==> src/rtl/dlfloat_dot_seq.sv <==
// DLFloat16 dot-product engine: VLEN operand pairs (A then B) are multiplied and accumulated.
// Latency: B accepted at edge k -> product at k+1 -> accumulator at k+2; the last term raises out_valid after k+2.
// Backpressure: in_ready is high only in OP_A/OP_B; the OUT state holds the result stable until the consumer takes it.
//
// Ports: clk, rst_n (async, active-low), acc_clr (sync abort), in_valid/in_ready/in_data (operand stream),
//        out_valid/out_ready/out_data (result stream, 16 bits, or 8 bits high-byte-first with DLDOT_BYTE_SERIAL_EN).
// Optional feature macro: DLDOT_BYTE_SERIAL_EN.
module dlfloat_dot_seq #(
  parameter int VLEN  = 4,
  parameter int CNT_W = 8
) (
  input  logic        clk,
  input  logic        rst_n,
  input  logic        acc_clr,
  input  logic        in_valid,
  output logic        in_ready,
  input  logic [15:0] in_data,
  output logic        out_valid,
  input  logic        out_ready,
`ifdef DLDOT_BYTE_SERIAL_EN
  output logic [7:0]  out_data
`else
  output logic [15:0] out_data
`endif
);

  typedef enum logic [2:0] {S_OP_A, S_OP_B, S_MUL, S_ACC, S_OUT} state_t;

  state_t           r_state;
  logic [15:0]      r_a, r_b, r_prod, r_acc, r_res;
  logic [CNT_W-1:0] r_cnt;
  logic             r_out_valid;
`ifdef DLDOT_BYTE_SERIAL_EN
  logic             r_phase;  // 0: high byte on the port, 1: low byte
`endif

  // ---------------- multiplier ----------------
  logic [9:0]  w_ma, w_mb;
  logic [10:0] w_ph;    // product bits [19:9]; bit 10 is the carry
  logic [7:0]  w_esum;  // ea+eb+carry, exponent is w_esum-31
  logic [15:0] w_mul;

  always_comb begin
    w_ma   = {1'b1, r_a[8:0]};
    w_mb   = {1'b1, r_b[8:0]};
    w_ph   = 11'(({10'd0, w_ma} * {10'd0, w_mb}) >> 9);
    w_esum = {2'b00, r_a[14:9]} + {2'b00, r_b[14:9]} + {7'd0, w_ph[10]};
    w_mul  = 16'h0000;
    if (r_a[14:9] == 6'h3F || r_b[14:9] == 6'h3F)
      w_mul = 16'hFFFF;
    else if (r_a == 16'h0000 || r_b == 16'h0000)
      w_mul = 16'h0000;
    else if (w_esum < 8'd32 || w_esum > 8'd93)  // exponent outside 1..62
      w_mul = 16'hFFFF;
    else
      w_mul = {r_a[15] ^ r_b[15], w_esum[5:0] - 6'd31, w_ph[10] ? w_ph[9:1] : w_ph[8:0]};
  end

  // ---------------- adder (acc + prod) ----------------
  logic        w_acc_big;
  logic [15:0] w_big, w_sml, w_add;
  logic [5:0]  w_d;
  logic [9:0]  w_ms;
  logic [10:0] w_sum;
  logic [3:0]  w_pos, w_shift;
  logic [8:0]  w_norm;

  always_comb begin
    // Magnitude order of {exp,mant} equals order of the encoded bits [14:0].
    w_acc_big = (r_acc[14:0] >= r_prod[14:0]);
    w_big     = w_acc_big ? r_acc : r_prod;
    w_sml     = w_acc_big ? r_prod : r_acc;
    w_d       = w_big[14:9] - w_sml[14:9];
    w_ms      = {1'b1, w_sml[8:0]} >> w_d;
    if (w_big[15] == w_sml[15])
      w_sum = {2'b01, w_big[8:0]} + {1'b0, w_ms};
    else
      w_sum = {2'b01, w_big[8:0]} - {1'b0, w_ms};
    w_pos = 4'd0;
    for (int i = 0; i < 10; i++)
      if (w_sum[i]) w_pos = 4'(i);
    w_shift = 4'd9 - w_pos;
    w_norm  = 9'(w_sum[9:0] << w_shift);
    w_add   = 16'h0000;
    if (r_acc == 16'hFFFF || r_prod == 16'hFFFF)
      w_add = 16'hFFFF;
    else if (r_acc == 16'h0000)
      w_add = r_prod;
    else if (r_prod == 16'h0000)
      w_add = r_acc;
    else if (w_sum == 11'd0)
      w_add = 16'h0000;
    else if (w_sum[10]) begin
      // carry out: shift right one, exponent up; saturate to the special value
      if (w_big[14:9] >= 6'd62) w_add = 16'hFFFF;
      else                      w_add = {w_big[15], w_big[14:9] + 6'd1, w_sum[9:1]};
    end else if ({2'b00, w_shift} >= w_big[14:9])
      w_add = 16'h0000;  // renormalisation would underflow the exponent: flush to zero
    else
      w_add = {w_big[15], w_big[14:9] - {2'b00, w_shift}, w_norm};
  end

  // ---------------- control ----------------
  always_ff @(posedge clk or negedge rst_n) begin
    if (!rst_n) begin
      r_state     <= S_OP_A;
      r_a         <= 16'h0000;
      r_b         <= 16'h0000;
      r_prod      <= 16'h0000;
      r_acc       <= 16'h0000;
      r_res       <= 16'h0000;
      r_cnt       <= '0;
      r_out_valid <= 1'b0;
`ifdef DLDOT_BYTE_SERIAL_EN
      r_phase     <= 1'b0;
`endif
    end else if (acc_clr) begin
      r_state     <= S_OP_A;
      r_acc       <= 16'h0000;
      r_cnt       <= '0;
      r_out_valid <= 1'b0;
`ifdef DLDOT_BYTE_SERIAL_EN
      r_phase     <= 1'b0;
`endif
    end else begin
      case (r_state)
        S_OP_A: if (in_valid) begin
          r_a     <= in_data;
          r_state <= S_OP_B;
        end
        S_OP_B: if (in_valid) begin
          r_b     <= in_data;
          r_state <= S_MUL;
        end
        S_MUL: begin
          r_prod  <= w_mul;
          r_state <= S_ACC;
        end
        S_ACC: begin
          r_acc <= w_add;
          r_cnt <= r_cnt + CNT_W'(1);
          if (r_cnt == CNT_W'(VLEN - 1)) begin
            r_res       <= w_add;
            r_out_valid <= 1'b1;
            r_state     <= S_OUT;
          end else begin
            r_state <= S_OP_A;
          end
        end
        S_OUT: if (out_ready) begin
`ifdef DLDOT_BYTE_SERIAL_EN
          if (!r_phase) begin
            r_phase <= 1'b1;
          end else begin
            r_phase     <= 1'b0;
            r_out_valid <= 1'b0;
            r_acc       <= 16'h0000;
            r_cnt       <= '0;
            r_state     <= S_OP_A;
          end
`else
          r_out_valid <= 1'b0;
          r_acc       <= 16'h0000;
          r_cnt       <= '0;
          r_state     <= S_OP_A;
`endif
        end
        default: r_state <= S_OP_A;
      endcase
    end
  end

  assign in_ready  = (r_state == S_OP_A) || (r_state == S_OP_B);
  assign out_valid = r_out_valid;
`ifdef DLDOT_BYTE_SERIAL_EN
  assign out_data  = r_phase ? r_res[7:0] : r_res[15:8];
`else
  assign out_data  = r_res;
`endif

endmodule

==> config.mk <==
export PLATFORM = sky130hd
export DESIGN_NAME = dlfloat_dot_seq
export DESIGN_NICKNAME = d
export VERILOG_FILES = /design/src/rtl/dlfloat_dot_seq.sv
export SDC_FILE = /design/constraint.sdc
export NUM_CORES = 1
export LEC_CHECK = 0
export ABC_AREA = 0
export CAP_MARGIN = 15
export CORE_ASPECT_RATIO = 1.4
export CORE_MARGIN = 2
export CORE_UTILIZATION = 60
export CTS_BUF_LIST = sky130_fd_sc_hd__clkbuf_8 sky130_fd_sc_hd__clkbuf_16
export DETAILED_ROUTE_END_ITERATION = 10
export MAX_ROUTING_LAYER = met4
export PLACE_DENSITY = 0.78
export REMOVE_ABC_BUFFERS = 1
export SETUP_SLACK_MARGIN = 0.2
export SLEW_MARGIN = 30
export SYNTH_ARGS = -nofsm -noshare
export SYNTH_HDL_FRONTEND = slang
export SYNTH_SLANG_ARGS = --single-unit
==> constraint.sdc <==
create_clock -name clk -period 13.4 [get_ports clk]
set_input_delay 2.01 -clock clk [delete_from_list [all_inputs] [get_ports clk]]
set_output_delay 2.01 -clock clk [all_outputs]
set_load 0.01 [all_outputs]
---- Yosys cells after proc, flatten, opt, wreduce, memory -nomap -nowiden ----
Index checks and enable logic that the tools add are counted.
operators by class
  multipliers ............................. 1
  $lt $le $gt $ge ......................... 5
  reductions and logical operators ........ 19
  equal/unequal tests ..................... 14
  add/sub/neg operators ................... 10
  bitwise operators ....................... 2
  mux-type cells .......................... 39
  shift-type cells ........................ 2
operators with widths
  kind                    number
  $mux W16                14
  $logic_not A16 Y1       4
  $eq A16 B16 Y1 const B  2
  $mux W4                 8
  $pmux W16 S2            1
  $mul A10 B10 Y20        1
  $mux W8                 2
  $pmux W8 S2             1
  $ge A15 B15 Y1          1
  $mux W3                 5
  $pmux W3 S5             1
  $reduce_and A3 Y1       5
  $eq A6 B6 Y1 const B    2
  $ne A3 B3 Y1 const B    4
  $add A10 B10 Y11        1
  $logic_not A11 Y1       1
  $mux W11                1
  $sub A10 B10 Y11        1
  $shl A10 B4 Y9          1
  $shr A10 B6 Y10         1
  $mux W9                 1
  $add A7 B1 Y8           1
  $add A8 B1 Y8 const B   1
  $eq A8 B2 Y1 const B    1
  other kinds (22)        31
word-level totals
  register bits after elaboration ......... 92
  output and inout bits ................... 18
  logic and storage cells ................. 100
  input port bits ......................... 21

---- Depth between registers and ports, before layout ----
  word-level depth ........................ 25
  depth in mapped cells ................... 48
  depth with buffers taken out ............ 46

---- Least setup slack after synthesis ----
OpenSTA, ideal clock, no wires.
  path type ............................... flip-flop to flip-flop
  start ................................... reg r_prod[10]
  end ..................................... reg r_res[2] (netlist: out_data[2])
  cell stages (with the launch flop) ...... 47
  setup time .............................. 104 ps
  slack ................................... 4526 ps
  path buffers ............................ 4
  clock period less this slack ............ 8874 ps
  required time ........................... 13296 ps
  arrival ................................. 8771 ps
  path through ............................ dfrtp_1 clkbuf_1 inv_1 ha_1 nand2_1 nor2_1 a22oi_1 o21a_1 a211oi_1 nor2_1 ha_1 nor2b_1 a2111oi_0 o41ai_1 nor2_1 a22o_1 buf_2 a21oi_1 (+11 left out) o21ai_0 a211o_1 o21bai_1 a21oi_1 xnor2_4 xnor2_2 nand2b_1 clkbuf_1 ha_1 nand2_1 nand2_1 maj3_1 or2_2 a31o_2 a21oi_2 buf_2 nand3_1 a221oi_1
between the ends
  word-level cells in the longest chain between the ends .. 23
  elaborated cells on any way between the ends .. 33
  classes of those cells .................. add/sub: 4; order compare: 3; eq/ne: 2; shift: 2; mux: 19; reduce/logical: 3
ends and longest elaborated chain
  what                                                  RTL line  source
  start: declaration                                    30        logic [15:0] r_a, r_b, r_prod, r_acc, r_res;
  start signal: assignment                              136       r_prod <= w_mul;
  $ge A15 B15 Y1                                        70        w_acc_big = (r_acc[14:0] >= r_prod[14:0]);
  $mux W16 (on tied branches)                           71, 72
  $sub A6 B6 Y6                                         73        w_d = w_big[14:9] - w_sml[14:9];
  $shr A10 B6 Y10                                       74        w_ms = {1'b1, w_sml[8:0]} >> w_d;
  $sub A10 B10 Y11 or $add A10 B10 Y11 (tied branches)  78, 76
  $mux W11                                              75        if (w_big[15] == w_sml[15])
  $mux W1                                               81        if (w_sum[i]) w_pos = 4'(i);
  $mux W4 (8 in a row)                                  81
  $sub A4 B4 Y4                                         82        w_shift = 4'd9 - w_pos;
  $ge A4 B6 Y1 or $shl A10 B4 Y9 (tied branches)        97, 83
  $mux W16                                              97        end else if ({2'b00, w_shift} >= w_big[14:9])
  $mux W16                                              93        else if (w_sum[10]) begin
  $mux W16                                              91        else if (w_sum == 11'd0)
  $mux W16                                              89        else if (r_prod == 16'h0000)
  $mux W16                                              87        else if (r_acc == 16'h0000)
  $mux W16 (*)                                          85        if (r_acc == 16'hFFFF || r_prod == 16'hFFFF)
  end signal: assignment                                143       r_res <= w_add;
  end: declaration                                      30
Every way passes the cells marked *; elsewhere a longest branch is shown, timed or not.
A chain may end at the register's enable or synchronous reset.

---- Final worst setup path ----
  start ................................... reg r_prod[2]
  end ..................................... reg r_res[6] (netlist: out_data[6])
The elaborated chain is that of the path after synthesis.

==> flow_metrics.py <==
metrics = {
    "outcome": {
        "result_of_the_run": "completed",
    },
    "die": {
        "placementRows": 59,
        "initial_core_util_pct": 61.14,
        "die_x_um": 120.4,
        "die_height_um": 166.9,
        "floorplan.die_area_um2": 20090,
        "coreArea_um2": 18600,
        "ioPinCount": 39,
    },
    "timing": {
        "worst-slew-pin-transition_ps": 930.1,
        "setup_total_negative_slack_ps": 0,
        "slew_viol_final": 0,
        "slew-limit-headroom_pct": 37.52,
        "max_freq_mhz": 90.93,
        "grt_setup_unrepaired": "no",
        "report.final.setup_viol": 0,
        "period_needed_ps": 11000,
        "final-hold-violation-count": 0,
        "fin_crit_sh_pct": 82.07,
        "final.setup_skew_ps": 8.935,
    },
    "synth": {
        "synth_sequential_area_ratio_pct": 20.24,
        "synthMostInstantiatedCell": "sky130_fd_sc_hd__nand2_1",
        "synthDominantAreaCellType": "sky130_fd_sc_hd__dfrtp_1",
        "synthArstFlopShare_pct": 100.0,
        "ys_dominant_reg_cell": "sky130_fd_sc_hd__dfrtp_1",
        "netlist-cell-type-count": 85,
        "synthesis_warning_total": 0,
        "synthTopCellsByCount": "sky130_fd_sc_hd__nand2_1 (139), sky130_fd_sc_hd__nor2_1 (112), sky130_fd_sc_hd__inv_1 (93), sky130_fd_sc_hd__dfrtp_1 (92), sky130_fd_sc_hd__ha_1 (92)",
        "synthesized_netlist_cell_count": 1376,
        "synth-edff-count": 0,
        "synth-seq-cells": 92,
        "yosys.area.top_type_share_pct": 20.24,
        "synth_area_leaders": "sky130_fd_sc_hd__dfrtp_1 (20%), sky130_fd_sc_hd__fa_1 (11%), sky130_fd_sc_hd__ha_1 (10%), sky130_fd_sc_hd__nand2_1 (4.6%), sky130_fd_sc_hd__a21oi_1 (4.0%)",
        "synth_area_um2": 11370,
        "syn-mean-instance-area_um2": 8.266,
    },
    "critical_path": {
        "worst-endpoint-required_ps": 13690,
        "crit_arrival_ps": 11290,
        "worst_setup_path_start_kind": "flop",
        "end_kind": "flop",
        "setup.worst_path.class": "reg -> reg",
        "worst_path_max_delay_cell": "sky130_fd_sc_hd__dfrtp_1",
        "worstPathMaxFanout": 24,
        "timing.critical_path.mode_cell": "sky130_fd_sc_hd__ha_1",
        "timing.critical_path.slowest_cell_delay_ps": 590,
    },
    "routing": {
        "wirelength_mm": 32.14,
        "drt_iter0_markers": 857,
        "vias": 10500,
        "routed_via_density": 6.536,
        "drtAntennaViolNets": 0,
        "detail_route.drc_violations": 0,
        "drt_first_pass_iters": 6,
        "avgRoutedWirePerCell_um": 20.00,
    },
    "placement": {
        "dp.final_hpwl_mm": 24.91,
        "gpl.final_weighted_congestion": 0.9542,
        "placement.io_buffers": 38,
    },
    "min_path": {
        "hold_path_class": "reg -> reg",
    },
    "cells_and_area": {
        "post_route_cells_drive_above_1_share_pct": 7.043,
        "fill_cells": 1620,
        "area_delta_synth_final_pct": 6.986,
        "final_net_count": 1536,
        "antenna_cells_inserted": 0,
    },
    "job": {
        "max_cap_violations": 0,
    },
    "global_route": {
        "grt_remaining_overflow": 0,
        "grt_start_max_net_pins": 61,
        "number_of_global_route_vias_before_repair": 10630,
        "wire_length_of_the_first_global_routing_pass_mm": 53.19,
        "gr-usage-all-layers_pct": 33.58,
        "antenna_violations_before_repair": 0,
    },
    "clock_network": {
        "cts_tree": "yes",
        "cts_hold_buf": 0,
        "post_cts_resized": 0,
        "clock_path_buffers": 2,
        "post_cts.repair.setup_buffers": 0,
        "ctsHtreeMaxLevel": 3,
        "clk_root_buffer_cell": "sky130_fd_sc_hd__clkbuf_16",
        "worst_skew_pair.late_latency_ps": 350,
        "cts_made_buffers": 9,
        "cts.sinks": 92,
        "path_clk_slew_ps": 80,
    },
}
## registers in the layout (all words and copies together) (netlist names)
| register | flops |
|---|---|
| r_b | 16 |
| out_valid | 1 |
| out_data | 16 |
| r_a | 16 |
| r_cnt | 8 |
| r_prod | 16 |
| r_acc | 16 |
| r_state | 3 |
## cell families (layout without fill, tap and decap cells)
group	Yosys count	in the layout	share of synthesized area, %
buf+inv	170	157	5.786
fa+ha+maj	160	160	21.83
compound gates	354	354	20.54
flops	92	92	20.24
simple gates	489	489	21.21
mux	63	63	6.183
xor+xnor	48	48	4.214
## through the flow
step	std cells	setup slack [ps]	instance area, um^2	hold WS, ps	util [%]
CTS	1607	2291	12160	489.9	65.38
finish	1607	2403	12170	501.2	65.41
global route	1607	1736	12170	528.7	65.41
detailed placement	1591	2331	11850	478.8	63.71
floorplan	1299	3431	11060	451.6	-
global placement	1590	2414	11840	472.4	63.63
## metal layers
layer | vias to the layer above | track usage, % | part of all wire (%)
li1 | 4884 | - | -
met1 | 5040 | 37.86 | 38
met2 | 456 | 59.32 | 52
met3 | 123 | 2.842 | 5.2
met4 | 0 | 16.18 | 5.0
met5 | - | - | 0
## worst max-delay path: cells and delay by family, from the launching register on
family / cells / cell delay [ps]
adder cells (fa/ha/maj): 6 / 2190
multiplexers: 1 / 310
buffers and inverters: 1 / 110
AO/OA/AOI/OAI: 21 / 5490
flip-flops: 1 / 590
AND/OR/NAND/NOR: 10 / 1710
XOR/XNOR: 1 / 520
## cell usage in the layout (no fill, tap or decap), types with 38 or more instances in the layout
cell and count:
sky130_fd_sc_hd__o21ai_0 83, sky130_fd_sc_hd__ha_1 91, sky130_fd_sc_hd__nand3_1 39, sky130_fd_sc_hd__a21oi_1 91, sky130_fd_sc_hd__fa_1 65, sky130_fd_sc_hd__mux2_2 38
sky130_fd_sc_hd__nand2_1 139, sky130_fd_sc_hd__dfrtp_1 92, sky130_fd_sc_hd__nor2_1 111, sky130_fd_sc_hd__and2_1 61, sky130_fd_sc_hd__inv_1 93
## final cells by class
cell class / instances / area, um^2 / area share [%]
tap: 244 / 305.3 / 2.509
inverter: 93 / 349.1 / 2.869
sequential: 92 / 2302 / 18.92
clock buffer: 9 / 225.2 / 1.851
multi-input combinational: 1114 / 8447 / 69.42
clock inverter: 7 / 86.33 / 0.7095
timing repair buffer: 48 / 452.9 / 3.722
## final timing paths
| kind | startpoint | to | slack (ps) | depth (start not counted) |
|---|---|---|---|---|
| setup / recovery | r_prod[2]$_DFFE_PN0P_ | out_data[6]$_DFFE_PN0P_ | 2400 | 40 |
| hold / removal | r_cnt[7]$_DFFE_PN0P_ | r_cnt[7]$_DFFE_PN0P_ | 500 | 1 |
| setup reg to reg | r_prod[2]$_DFFE_PN0P_ | out_data[6]$_DFFE_PN0P_ | 2400 | 40 |
| hold reg to reg | r_cnt[7]$_DFFE_PN0P_ | r_cnt[7]$_DFFE_PN0P_ | 500 | 1 |
| max in group asynchronous | rst_n | r_b[1]$_DFFE_PN0P_ | 10690 | 2 |
| min in group asynchronous | rst_n | out_data[13]$_DFFE_PN0P_ | 1590 | 1 |
Power is left out: the tool's default activity adds up to more than one toggle a clock period on the data nets, which glitch-free logic cannot reach.
